### src/rtl/assoc_cache_if.sv
// CPU request/response and memory refill/write-through bundle for assoc_cache.
// slave = cache side, master = CPU/memory side.
interface assoc_cache_if #(
  parameter int WORD_W     = 16,
  parameter int LINE_WORDS = 4
);
  logic                         req_valid;
  logic                         req_write;
  logic [WORD_W-1:0]            req_addr;
  logic [WORD_W-1:0]            req_wdata;
  logic                         req_ready;
  logic                         resp_valid;
  logic [WORD_W-1:0]            resp_rdata;
  logic                         resp_hit;
  logic                         mem_rd_req;
  logic                         mem_wr_req;
  logic [WORD_W-1:0]            mem_addr;
  logic [WORD_W-1:0]            mem_wdata;
  logic [WORD_W*LINE_WORDS-1:0] mem_rdata;
  logic                         mem_ready;

  modport slave (
    input  req_valid, req_write, req_addr, req_wdata, mem_rdata, mem_ready,
    output req_ready, resp_valid, resp_rdata, resp_hit,
           mem_rd_req, mem_wr_req, mem_addr, mem_wdata
  );

  modport master (
    output req_valid, req_write, req_addr, req_wdata, mem_rdata, mem_ready,
    input  req_ready, resp_valid, resp_rdata, resp_hit,
           mem_rd_req, mem_wr_req, mem_addr, mem_wdata
  );
endinterface

### src/rtl/assoc_cache.sv
// N-way set-associative write-through, no-write-allocate cache with true-LRU ages.
// Define ASSOC_CACHE_STATS_EN to enable the saturating access/hit counters.
module assoc_cache #(
  parameter int WORD_W     = 16,
  parameter int LINE_WORDS = 4,
  parameter int WAYS       = 2,
  parameter int SETS       = 4
) (
  input  logic              clk,
  input  logic              reset_n,
  assoc_cache_if.slave      bus,
  output logic [WORD_W-1:0] access_cnt,
  output logic [WORD_W-1:0] hit_cnt
);
  localparam int OFF_W    = $clog2(LINE_WORDS);
  localparam int IDX_BITS = $clog2(SETS);
  localparam int IDX_W    = (IDX_BITS > 0) ? IDX_BITS : 1;
  localparam int TAG_W    = WORD_W - OFF_W - IDX_BITS;
  localparam int WAY_W    = (WAYS > 1) ? $clog2(WAYS) : 1;
  localparam int LINE_W   = WORD_W * LINE_WORDS;

  typedef enum logic [1:0] {S_IDLE, S_REFILL, S_WRITE} state_t;

  function automatic logic [IDX_W-1:0] f_idx(input logic [WORD_W-1:0] a);
    return IDX_W'((a >> OFF_W) & WORD_W'(SETS - 1));
  endfunction

  function automatic logic [TAG_W-1:0] f_tag(input logic [WORD_W-1:0] a);
    return TAG_W'(a >> (OFF_W + IDX_BITS));
  endfunction

  function automatic logic [OFF_W-1:0] f_off(input logic [WORD_W-1:0] a);
    return OFF_W'(a);
  endfunction

  state_t             r_state, w_state_next;
  logic [SETS-1:0]    r_valid [WAYS];
  logic [TAG_W-1:0]   r_tag   [WAYS][SETS];
  logic [LINE_W-1:0]  r_data  [WAYS][SETS];

  logic [WORD_W-1:0]  r_addr;
  logic               r_hit;
  logic               r_resp_valid;
  logic [WORD_W-1:0]  r_resp_rdata;
  logic               r_resp_hit;
  logic [WORD_W-1:0]  r_mem_addr;
  logic [WORD_W-1:0]  r_mem_wdata;

  logic [IDX_W-1:0]   w_idx, w_r_idx, w_touch_set;
  logic [TAG_W-1:0]   w_tag;
  logic [OFF_W-1:0]   w_off, w_r_off;
  logic [WAYS-1:0]    w_hit_vec;
  logic               w_hit;
  logic [WAY_W-1:0]   w_hit_way, w_victim, w_touch_way;
  logic [LINE_W-1:0]  w_hit_line;
  logic               w_accept, w_fill, w_write_done, w_touch;

  assign w_idx   = f_idx(bus.req_addr);
  assign w_tag   = f_tag(bus.req_addr);
  assign w_off   = f_off(bus.req_addr);
  assign w_r_idx = f_idx(r_addr);
  assign w_r_off = f_off(r_addr);

  for (genvar gi = 0; gi < WAYS; gi++) begin : g_lookup
    assign w_hit_vec[gi] = r_valid[gi][w_idx] && (r_tag[gi][w_idx] == w_tag);
  end

  always_comb begin
    w_hit_way = '0;
    for (int i = WAYS - 1; i >= 0; i--) begin
      if (w_hit_vec[i]) w_hit_way = WAY_W'(i);
    end
  end

  assign w_hit        = |w_hit_vec;
  assign w_hit_line   = r_data[w_hit_way][w_idx];
  assign w_accept     = bus.req_valid && (r_state == S_IDLE);
  assign w_fill       = (r_state == S_REFILL) && bus.mem_ready;
  assign w_write_done = (r_state == S_WRITE) && bus.mem_ready;
  assign w_touch      = (w_accept && w_hit) || w_fill;
  assign w_touch_set  = w_fill ? w_r_idx : w_idx;
  assign w_touch_way  = w_fill ? w_victim : w_hit_way;

  if (WAYS > 1) begin : g_lru
    logic [WAY_W-1:0] r_age [SETS][WAYS];
    logic             w_found;

    // Ages form a permutation per set; the oldest (WAYS-1) is the LRU way.
    always_ff @(posedge clk or negedge reset_n) begin
      if (!reset_n) begin
        for (int s = 0; s < SETS; s++)
          for (int i = 0; i < WAYS; i++)
            r_age[s][i] <= WAY_W'(i);
      end else if (w_touch) begin
        for (int j = 0; j < WAYS; j++) begin
          if (WAY_W'(j) == w_touch_way)
            r_age[w_touch_set][j] <= '0;
          else if (r_age[w_touch_set][j] < r_age[w_touch_set][w_touch_way])
            r_age[w_touch_set][j] <= r_age[w_touch_set][j] + 1'b1;
        end
      end
    end

    always_comb begin
      w_victim = '0;
      w_found  = 1'b0;
      for (int i = 0; i < WAYS; i++) begin
        if (!w_found && !r_valid[i][w_r_idx]) begin
          w_victim = WAY_W'(i);
          w_found  = 1'b1;
        end
      end
      if (!w_found) begin
        for (int i = 0; i < WAYS; i++) begin
          if (r_age[w_r_idx][i] == WAY_W'(WAYS - 1)) w_victim = WAY_W'(i);
        end
      end
    end
  end else begin : g_no_lru
    assign w_victim = '0;
  end

  always_ff @(posedge clk) begin
    if (w_fill) begin
      r_data[w_victim][w_r_idx] <= bus.mem_rdata;
      r_tag[w_victim][w_r_idx]  <= f_tag(r_addr);
    end else if (w_accept && bus.req_write && w_hit) begin
      r_data[w_hit_way][w_idx][w_off*WORD_W +: WORD_W] <= bus.req_wdata;
    end
  end

  always_ff @(posedge clk or negedge reset_n) begin
    if (!reset_n) begin
      for (int i = 0; i < WAYS; i++) r_valid[i] <= '0;
    end else if (w_fill) begin
      r_valid[w_victim][w_r_idx] <= 1'b1;
    end
  end

  always_ff @(posedge clk or negedge reset_n) begin
    if (!reset_n) begin
      r_state <= S_IDLE;
    end else begin
      r_state <= w_state_next;
    end
  end

  always_comb begin
    w_state_next   = r_state;
    bus.req_ready  = 1'b0;
    bus.mem_rd_req = 1'b0;
    bus.mem_wr_req = 1'b0;
    case (r_state)
      S_IDLE: begin
        bus.req_ready = 1'b1;
        if (w_accept) begin
          if (bus.req_write)  w_state_next = S_WRITE;
          else if (!w_hit)    w_state_next = S_REFILL;
        end
      end
      S_REFILL: begin
        bus.mem_rd_req = 1'b1;
        if (bus.mem_ready) w_state_next = S_IDLE;
      end
      S_WRITE: begin
        bus.mem_wr_req = 1'b1;
        if (bus.mem_ready) w_state_next = S_IDLE;
      end
      default: w_state_next = S_IDLE;
    endcase
  end

  always_ff @(posedge clk or negedge reset_n) begin
    if (!reset_n) begin
      r_addr       <= '0;
      r_hit        <= 1'b0;
      r_resp_valid <= 1'b0;
      r_resp_rdata <= '0;
      r_resp_hit   <= 1'b0;
      r_mem_addr   <= '0;
      r_mem_wdata  <= '0;
    end else begin
      r_resp_valid <= 1'b0;
      if (w_accept) begin
        r_addr <= bus.req_addr;
        r_hit  <= w_hit;
        if (bus.req_write) begin
          r_mem_addr  <= bus.req_addr;
          r_mem_wdata <= bus.req_wdata;
        end else if (w_hit) begin
          r_resp_valid <= 1'b1;
          r_resp_hit   <= 1'b1;
          r_resp_rdata <= w_hit_line[w_off*WORD_W +: WORD_W];
        end else begin
          r_mem_addr <= bus.req_addr & ~WORD_W'(LINE_WORDS - 1);
        end
      end
      if (w_fill) begin
        r_resp_valid <= 1'b1;
        r_resp_hit   <= 1'b0;
        r_resp_rdata <= bus.mem_rdata[w_r_off*WORD_W +: WORD_W];
      end
      if (w_write_done) begin
        r_resp_valid <= 1'b1;
        r_resp_hit   <= r_hit;
        r_resp_rdata <= '0;
      end
    end
  end

  assign bus.resp_valid = r_resp_valid;
  assign bus.resp_rdata = r_resp_rdata;
  assign bus.resp_hit   = r_resp_hit;
  assign bus.mem_addr   = r_mem_addr;
  assign bus.mem_wdata  = r_mem_wdata;

`ifdef ASSOC_CACHE_STATS_EN
  logic [WORD_W-1:0] r_access_cnt, r_hit_cnt;

  always_ff @(posedge clk or negedge reset_n) begin
    if (!reset_n) begin
      r_access_cnt <= '0;
      r_hit_cnt    <= '0;
    end else if (w_accept) begin
      if (r_access_cnt != '1)       r_access_cnt <= r_access_cnt + 1'b1;
      if (w_hit && r_hit_cnt != '1) r_hit_cnt    <= r_hit_cnt + 1'b1;
    end
  end

  assign access_cnt = r_access_cnt;
  assign hit_cnt    = r_hit_cnt;
`else
  assign access_cnt = '0;
  assign hit_cnt    = '0;
`endif
endmodule

### src/flat_wrapper.sv
// flat-port wrapper written by rule: the top's interface ports become plain ports
module assoc_cache_flat 
#(
  parameter int WORD_W     = 16,
  parameter int LINE_WORDS = 4,
  parameter int WAYS       = 2,
  parameter int SETS       = 4
)
  (clk, reset_n, access_cnt, hit_cnt, bus_req_valid, bus_req_write, bus_req_addr, bus_req_wdata, bus_mem_rdata, bus_mem_ready, bus_req_ready, bus_resp_valid, bus_resp_rdata, bus_resp_hit, bus_mem_rd_req, bus_mem_wr_req, bus_mem_addr, bus_mem_wdata);
  assoc_cache_if #(.WORD_W(WORD_W), .LINE_WORDS(LINE_WORDS)) bus_i ();
  input  logic clk;
  input  logic reset_n;
  output logic [WORD_W-1:0] access_cnt;
  output logic [WORD_W-1:0] hit_cnt;
  input wire logic [$bits(bus_i.req_valid)-1:0] bus_req_valid;
  input wire logic [$bits(bus_i.req_write)-1:0] bus_req_write;
  input wire logic [$bits(bus_i.req_addr)-1:0] bus_req_addr;
  input wire logic [$bits(bus_i.req_wdata)-1:0] bus_req_wdata;
  input wire logic [$bits(bus_i.mem_rdata)-1:0] bus_mem_rdata;
  input wire logic [$bits(bus_i.mem_ready)-1:0] bus_mem_ready;
  output wire logic [$bits(bus_i.req_ready)-1:0] bus_req_ready;
  output wire logic [$bits(bus_i.resp_valid)-1:0] bus_resp_valid;
  output wire logic [$bits(bus_i.resp_rdata)-1:0] bus_resp_rdata;
  output wire logic [$bits(bus_i.resp_hit)-1:0] bus_resp_hit;
  output wire logic [$bits(bus_i.mem_rd_req)-1:0] bus_mem_rd_req;
  output wire logic [$bits(bus_i.mem_wr_req)-1:0] bus_mem_wr_req;
  output wire logic [$bits(bus_i.mem_addr)-1:0] bus_mem_addr;
  output wire logic [$bits(bus_i.mem_wdata)-1:0] bus_mem_wdata;
  assign bus_i.req_valid = bus_req_valid;
  assign bus_i.req_write = bus_req_write;
  assign bus_i.req_addr = bus_req_addr;
  assign bus_i.req_wdata = bus_req_wdata;
  assign bus_i.mem_rdata = bus_mem_rdata;
  assign bus_i.mem_ready = bus_mem_ready;
  assign bus_req_ready = bus_i.req_ready;
  assign bus_resp_valid = bus_i.resp_valid;
  assign bus_resp_rdata = bus_i.resp_rdata;
  assign bus_resp_hit = bus_i.resp_hit;
  assign bus_mem_rd_req = bus_i.mem_rd_req;
  assign bus_mem_wr_req = bus_i.mem_wr_req;
  assign bus_mem_addr = bus_i.mem_addr;
  assign bus_mem_wdata = bus_i.mem_wdata;
  assoc_cache #(.WORD_W(WORD_W), .LINE_WORDS(LINE_WORDS), .WAYS(WAYS), .SETS(SETS)) u_core (.clk(clk), .reset_n(reset_n), .bus(bus_i), .access_cnt(access_cnt), .hit_cnt(hit_cnt));
endmodule
### config.mk
export PLATFORM = sky130hd
export DESIGN_NAME = assoc_cache_flat
export DESIGN_NICKNAME = d
export VERILOG_FILES = /design/src/rtl/assoc_cache_if.sv /design/src/rtl/assoc_cache.sv /design/src/flat_wrapper.sv
export SDC_FILE = /design/constraint.sdc
export NUM_CORES = 1
export LEC_CHECK = 0
export BUFFER_PORTS_ARGS = -buffer_cell sky130_fd_sc_hd__buf_2
export CAP_MARGIN = 25
export CORE_MARGIN = 2
export CORE_UTILIZATION = 55
export DETAILED_ROUTE_END_ITERATION = 7
export GPL_ROUTABILITY_DRIVEN = 0
export PLACE_DENSITY = 0.76
export RECOVER_POWER = 50
export REMOVE_ABC_BUFFERS = 1
export SYNTH_ARGS = -nofsm -noshare
export SYNTH_HDL_FRONTEND = slang
export SYNTH_SLANG_ARGS = --single-unit
### constraint.sdc
create_clock -name clk -period 3.3 [get_ports clk]
set_clock_uncertainty 0.1 [all_clocks]
set_input_delay 0.99 -clock clk [delete_from_list [all_inputs] [get_ports clk]]
set_output_delay 0.99 -clock clk [all_outputs]
set_load 0.02 [all_outputs]
# Word level (Yosys, flattened, before mapping)
# Memory sizes are Yosys's and may differ from the RTL's.
# Cells that the tools add are included.
# Widths: inputs -> output; s select.
[totals]
n_memories = 2
out_inout_bits = 85
in_bits = 101
mem_bits_rw = 608
wordCells = 177
regBits = 85
[op_classes]
mux = 91
bitwise = 10
addsub = 3
n_lt_le_gt_ge = 14
n_shift = 4
eq_ne = 9
n_reduce_logical = 26
[mem_list]
columns = ["name", "depth", "width", "read_ports", "rd_clocked_by_memory_dff", "wr", "line", "rtl"]
rows = [
  ["u_core.r_data", 2, 256, 1, 0, 1, "assoc_cache.sv:39", "logic [LINE_W-1:0] r_data [WAYS][SETS];"],
  ["u_core.r_tag", 2, 48, 2, 0, 1, "assoc_cache.sv:38", "logic [TAG_W-1:0] r_tag [WAYS][SETS];"],
]
[op_table]
columns = ["cell", "count"]
rows = [
  ["$mux 256", 4],
  ["$demux 64 s2", 2],
  ["$mux 64", 4],
  ["$reduce_or 256->1", 1],
  ["$bmux 64 s2", 1],
  ["$shiftx 64x7->16", 2],
  ["$mux 16", 7],
  ["$shift 16x34->64 const A", 1],
  ["$shiftx 16x34->64", 1],
  ["$mux 12", 5],
  ["$bmux 12 s2", 2],
  ["$mux 48", 1],
  ["$mux 8", 5],
  ["$mux 1", 35],
  ["$neg 6->34", 1],
  ["$demux 12 s2", 1],
  ["$eq 12x12->1", 2],
  ["$mux 2", 10],
  ["$and 8x8->8", 2],
  ["$bwmux 8", 2],
  ["$not 8->8", 2],
  ["$logic_and 1x1->1", 14],
  ["$ge 3x3->1 const B", 3],
  ["$lt 3x1->1 const B", 3],
  ["29 further kinds", 46],
]

# Longest topological paths before layout
[logic_depth]
ltp_word = 20
depth_mapped = 14
ltp_nobuf = 9

# Worst setup path before layout
# No wires, ideal clock.
[synth_timing]
path_type = "input to register"
start = "input port bus_req_addr[2]"
end = "memory u_core.r_data[1][100] (netlist bit) (enable)"
setup_ns = 0.388
path_buffers = 4
setup_slack_ns = -1.181
stages = 12
required_ns = 2.812
t_arrival_ns = 3.993
cell_sequence = "buf_6 -> buf_6 -> mux4_2 -> xor2_1 -> a211oi_2 -> o2111ai_1 -> o22ai_2 -> nand4_2 -> buf_6 -> o21a_2 -> buf_6 -> nor2_1"
[synth_between]
elab_chain_len = 13
word_cells_on_any_way = 30
classes_between = "order compare (2); eq/ne (2); mux (19); bitwise (1); reduce/logical (6)"
[synth_lines]
columns = ["item", "line", "rtl"]
rows = [
  ["from (decl)", "flat_wrapper.sv:17", "input wire logic [$bits(bus_i.req_addr)-1:0] bus_req_addr;"],
  ["$not 2->3 (not written as such)", "assoc_cache.sv:65, assoc_cache.sv:128", ""],
  ["$bmux 12 s2", "assoc_cache.sv:65", "assign w_hit_vec[gi] = r_valid[gi][w_idx] && (r_tag[gi][w_idx] == w_tag);"],
  ["$mux 12 (not written as such) (2 in a row)", "assoc_cache.sv:65", ""],
  ["$eq 12x12->1", "assoc_cache.sv:65", ""],
  ["$logic_and 1x1->1", "assoc_cache.sv:65", ""],
  ["$reduce_or 2->1", "assoc_cache.sv:75", "assign w_hit = |w_hit_vec;"],
  ["$logic_and 1x1->1", "assoc_cache.sv:127", "end else if (w_accept && bus.req_write && w_hit) begin"],
  ["$mux 1", "assoc_cache.sv:127", ""],
  ["$mux 1", "assoc_cache.sv:124", "if (w_fill) begin"],
  ["$mux 256 (not written as such)", "assoc_cache.sv:128", "r_data[w_hit_way][w_idx][w_off*WORD_W +: WORD_W] <= bus.req_wdata;"],
  ["$reduce_or 256->1 (no line)", "--", ""],
  ["$mux 1 (no line) or $mux 256 (tied branches)", "--", ""],
  ["to (decl)", "assoc_cache.sv:39", ""],
]
# Several ways; a longest one is shown, not always the timed one. The select of a mux whose other input is x is not followed.

# Worst setup path after layout
[layout_timing]
start = "input port bus_req_addr[2]"
end = "memory u_core.r_data[0][20] (netlist bit) (enable)"
# Same word-level chain as after synthesis.

==> flow_summary_export.csv <==
group,metric,value,unit
outcome,status,"finished, violations left",
outcome,violations,"negative setup slack",
grt,antenna_found_initial,1,
floorplanning,core_area,0.0524,mm^2
finish,areaGrowthSynthToFinish,23.5,%
synth,synth_top_area_share,62.7,%
grt,grt.overflow.total,0,
synth,synthCells,1712,
clock_network,cts_buffers,70,
synth,synth_most_common_cell,"edfxtp_1",
detailed_routing,drtPass1Iterations,8,
floorplanning,io_pins,186,
synth,synth_top_family_by_area,"multiplexers",
critical_path,critPathTopFamily,"simple AND/OR/NAND/NOR gates",
pwr,vdd_drop_max,0.553,mV
timing,fin_crit_sh,111,%
placement,dp_cells,2643,
timing,fin_ws,-363,ps
finish,final_nets,2182,
grt,grt_pass1_wl,118000,um
detailed_routing,via_count,18400,
synth,synth_area_leaders,"edfxtp_1, mux4_2, dfrtp_1",
pwr,power_density,650,mW/mm^2
hold_path,hold_class,"reg2reg",
timing,fmax,0.273,GHz
clock_network,cts_tree,"yes",
finish,final_area,0.0360,mm^2
critical_path,reg2reg_to,"u_core.r_data[0][20]",
synth,synth-async-reset-ratio,12.3,%
synth,synth.largest_area_cell,"edfxtp_1",
finish,antenna_cells,0,
floorplanning,rows,84,
timing,final-setup-viol-count,902,
critical_path,crit_type,"in2reg",
critical_path,slowest_stage,"mux4_2",
synth,synthXorXnorAreaFrac,1.20,%
timing,hold_violations,0,
detailed_routing,drc,0,
synth,avgSynthCellArea,17.0,um^2
grt,grt_pass1_vias,18300,
timing,maxSlewViolCount,0,
grt,track_usage,30.4,%
floorplanning,fp.dieW,234,um
timing,min_period,3660,ps
pwr,p_leak,13.2,nW
floorplanning,dieArea,0.0548,mm^2
clock_network,cts.clk_slew.worst_paths,60,ps
hold_path,min_path_cells,2,
grt,grt_max_degree,73,
detailed_routing,wl,84600,um
timing,slew_headroom,3.07,%
timing,tightestPinTransition,1450,ps
critical_path,path_max_fanout,16,
clock_network,ctsHoldBuffers,0,
critical_path,path_depth,14,
critical_path,startpoint_type,"input pin",
detailed_routing,viasPerCell,6.52,
critical_path,endpoint_kind,"flop",
detailed_routing,routedWlPerCell,30.0,um
synth,muxShareOfSynthArea,16.4,%
synth,yosysWarnings,0,
critical_path,slowest_delay,530,ps
synth,ys_seq_elements,693,
critical_path,crit_arrival,3870,ps
synth,ys_types,57,
placement,dp.final_hpwl,49300,um
detailed_routing,ant_nets,0,
synth,synth_edf_count,608,
detailed_routing,drt_iter0_drc,2887,
finish,drive_above_1_share,38.3,%
clock_network,cts.sink_count,693,
synth,synth_compound_gate_area_share,4.67,%
synth,netlist_area,0.0291,mm^2
synth,synth-seq-area-share,70.0,%
timing,rsz0062_at_grt,"true",
hold_path,holdPathEnd,"u_core.bus.mem_wdata[6]",
placement,place_area,0.0322,mm^2
synth,synthFlopType,"edfxtp_1",
clock_network,cts_buffer_depth,3,
floorplanning,start_util,55.5,%
critical_path,cp.required,3510,ps
synth,synth_common_cells,"edfxtp_1, nand2_1, mux4_2",
clock_network,h-tree-depth,3,
critical_path,critPathBufInv,6,
floorplanning,die_y,234,um
clock_network,cts_root_buf,"clkbuf_16",
critical_path,ff2ff_path_depth,13,
finish,fin_cells,2819,
clock_network,clk_latency,630,ps
placement,portBuffers,153,
flow_run,drv_cap,0,
critical_path,crit_chain,"buf_16, mux4_2, xnor2_2, o211ai_1, or3_4, o22ai_4, buf_6, inv_2, nor3_4, buf_6, buf_16, a31oi_1, nor2_1, buf_12",
critical_path,reg2reg_slack,-240,ps
synth,yosys.area_share.adder,0.344,%
synth,synthSimpleGateAreaFrac,4.69,%
critical_path,r2r-start,"u_core.r_tag[1][19]",
hold_path,min-delay-start,"u_core.bus.mem_wdata[6]",
## cell families (layout without fill, tap and decap cells)
logic type               count (synthesis)  after routing
multiplexers                           281            281
AO/OA/AOI/OAI                          217            217
flip-flops                             693            693
other                                    1             32
XOR/XNOR                                40             40
buffers and inverters                  146            534
adder cells (fa/ha/maj)                  8              8
AND/OR/NAND/NOR                        326            326
## worst reg2reg max path: cells and delay by family, from the launching register on
kind	cells	cell delay [ps]
XOR/XNOR	1	230
AND/OR/NAND/NOR	4	1050
AO/OA/AOI/OAI	2	250
flip-flops	1	390
multiplexers	1	510
buffers and inverters	5	680
## stage by stage
stage	setup TNS, ps	setup slack, ps	hold slack, ps	total power, mW	utilization, %
detailed placement	-1090350	-1440	358	14.9	61.4
floorplan	-2351170	-2590	340	13.1	-
global placement	-991320	-1230	352	14.8	61.4
finish	-166520	-363	371	23.4	68.6
CTS	-93650	-180	369	23.2	68.0
global route	-277870	-497	391	24.0	68.6
## routing by layer
metal | routed length (um) | up-vias | track usage [%]
met1 | 29400 | 9217 | 39.8
met5 | 27 | - | 0
li1 | - | 7341 | -
met2 | 40000 | 1463 | 47.3
met3 | 10600 | 347 | 7.76
met4 | 4520 | 4 | 16.1
## worst max-delay path by stage
stage	slack, ps	start	end
after global placement	-1230	bus_req_addr[2]	u_core.r_data[1][127]
after floorplan	-2590	bus_req_addr[2]	u_core.r_data[0][0]
after global routing	-500	bus_req_addr[3]	u_core.r_data[0][20]
final	-360	bus_req_addr[2]	u_core.r_data[0][20]
after detailed placement	-1440	bus_req_addr[2]	u_core.r_data[1][41]
after CTS	-180	bus_req_addr[2]	u_core.r_data[1][139]
## power by group
group          internal, mW  switching, mW
registers              10.5          0.535
clock network          4.74           3.42
logic                  1.70           2.51
## flip-flops by register name, indices dropped and copies added (netlist names)
name	flops
u_core.r_data	512
u_core.r_hit	1
u_core.r_tag	96
u_core.r_state	2
u_core.g_lru.r_age	8
u_core.r_valid	8
u_core.bus.resp_valid	1
u_core.bus.mem_wdata	16
u_core.bus.resp_rdata	16
u_core.bus.mem_addr	16
u_core.r_addr	16
u_core.bus.resp_hit	1
## what timing repair did
item / 4_1_cts / 5_1_grt
hold endpoints to repair: 0 / 0
endpoints found under the setup margin: 1053 / 1061
gates cloned: 12 / 4
setup buffers: 30 / 3
pin swaps: 17 / 22
gates resized for setup: 179 / 72
## layout make-up
type | count | area, um^2
Clock buffer | 91 | 1890
Clock inverter | 39 | 470
Fill cell | 3192 | 16500
Inverter | 13 | 52.6
Multi-Input combinational cell | 904 | 8730
Sequential cell | 693 | 20400
Tap cell | 688 | 861
Timing Repair Buffer | 391 | 3570
## placed cells by master (no fill, tap or decap), drive strengths merged, types with 6 or more instances in the layout
cell type	Yosys	routed
mux4	154	154
a31oi	21	21
nor3	10	10
dfrtp	81	81
inv	13	17
bufinv	0	8
buf	64	383
xnor2	36	36
a32o	16	16
o21a	34	34
edfxtp	608	608
or2	6	6
o21ai	117	117
nand2	225	225
ha	8	8
conb	1	32
nor2	52	52
nor2b	7	7
clkinv	0	21
mux2i	101	101
clkinvlp	0	6
clkbuf	69	97
mux2	26	26
a21oi	14	14
No activity file was read; power rests on OpenSTA's default activity.
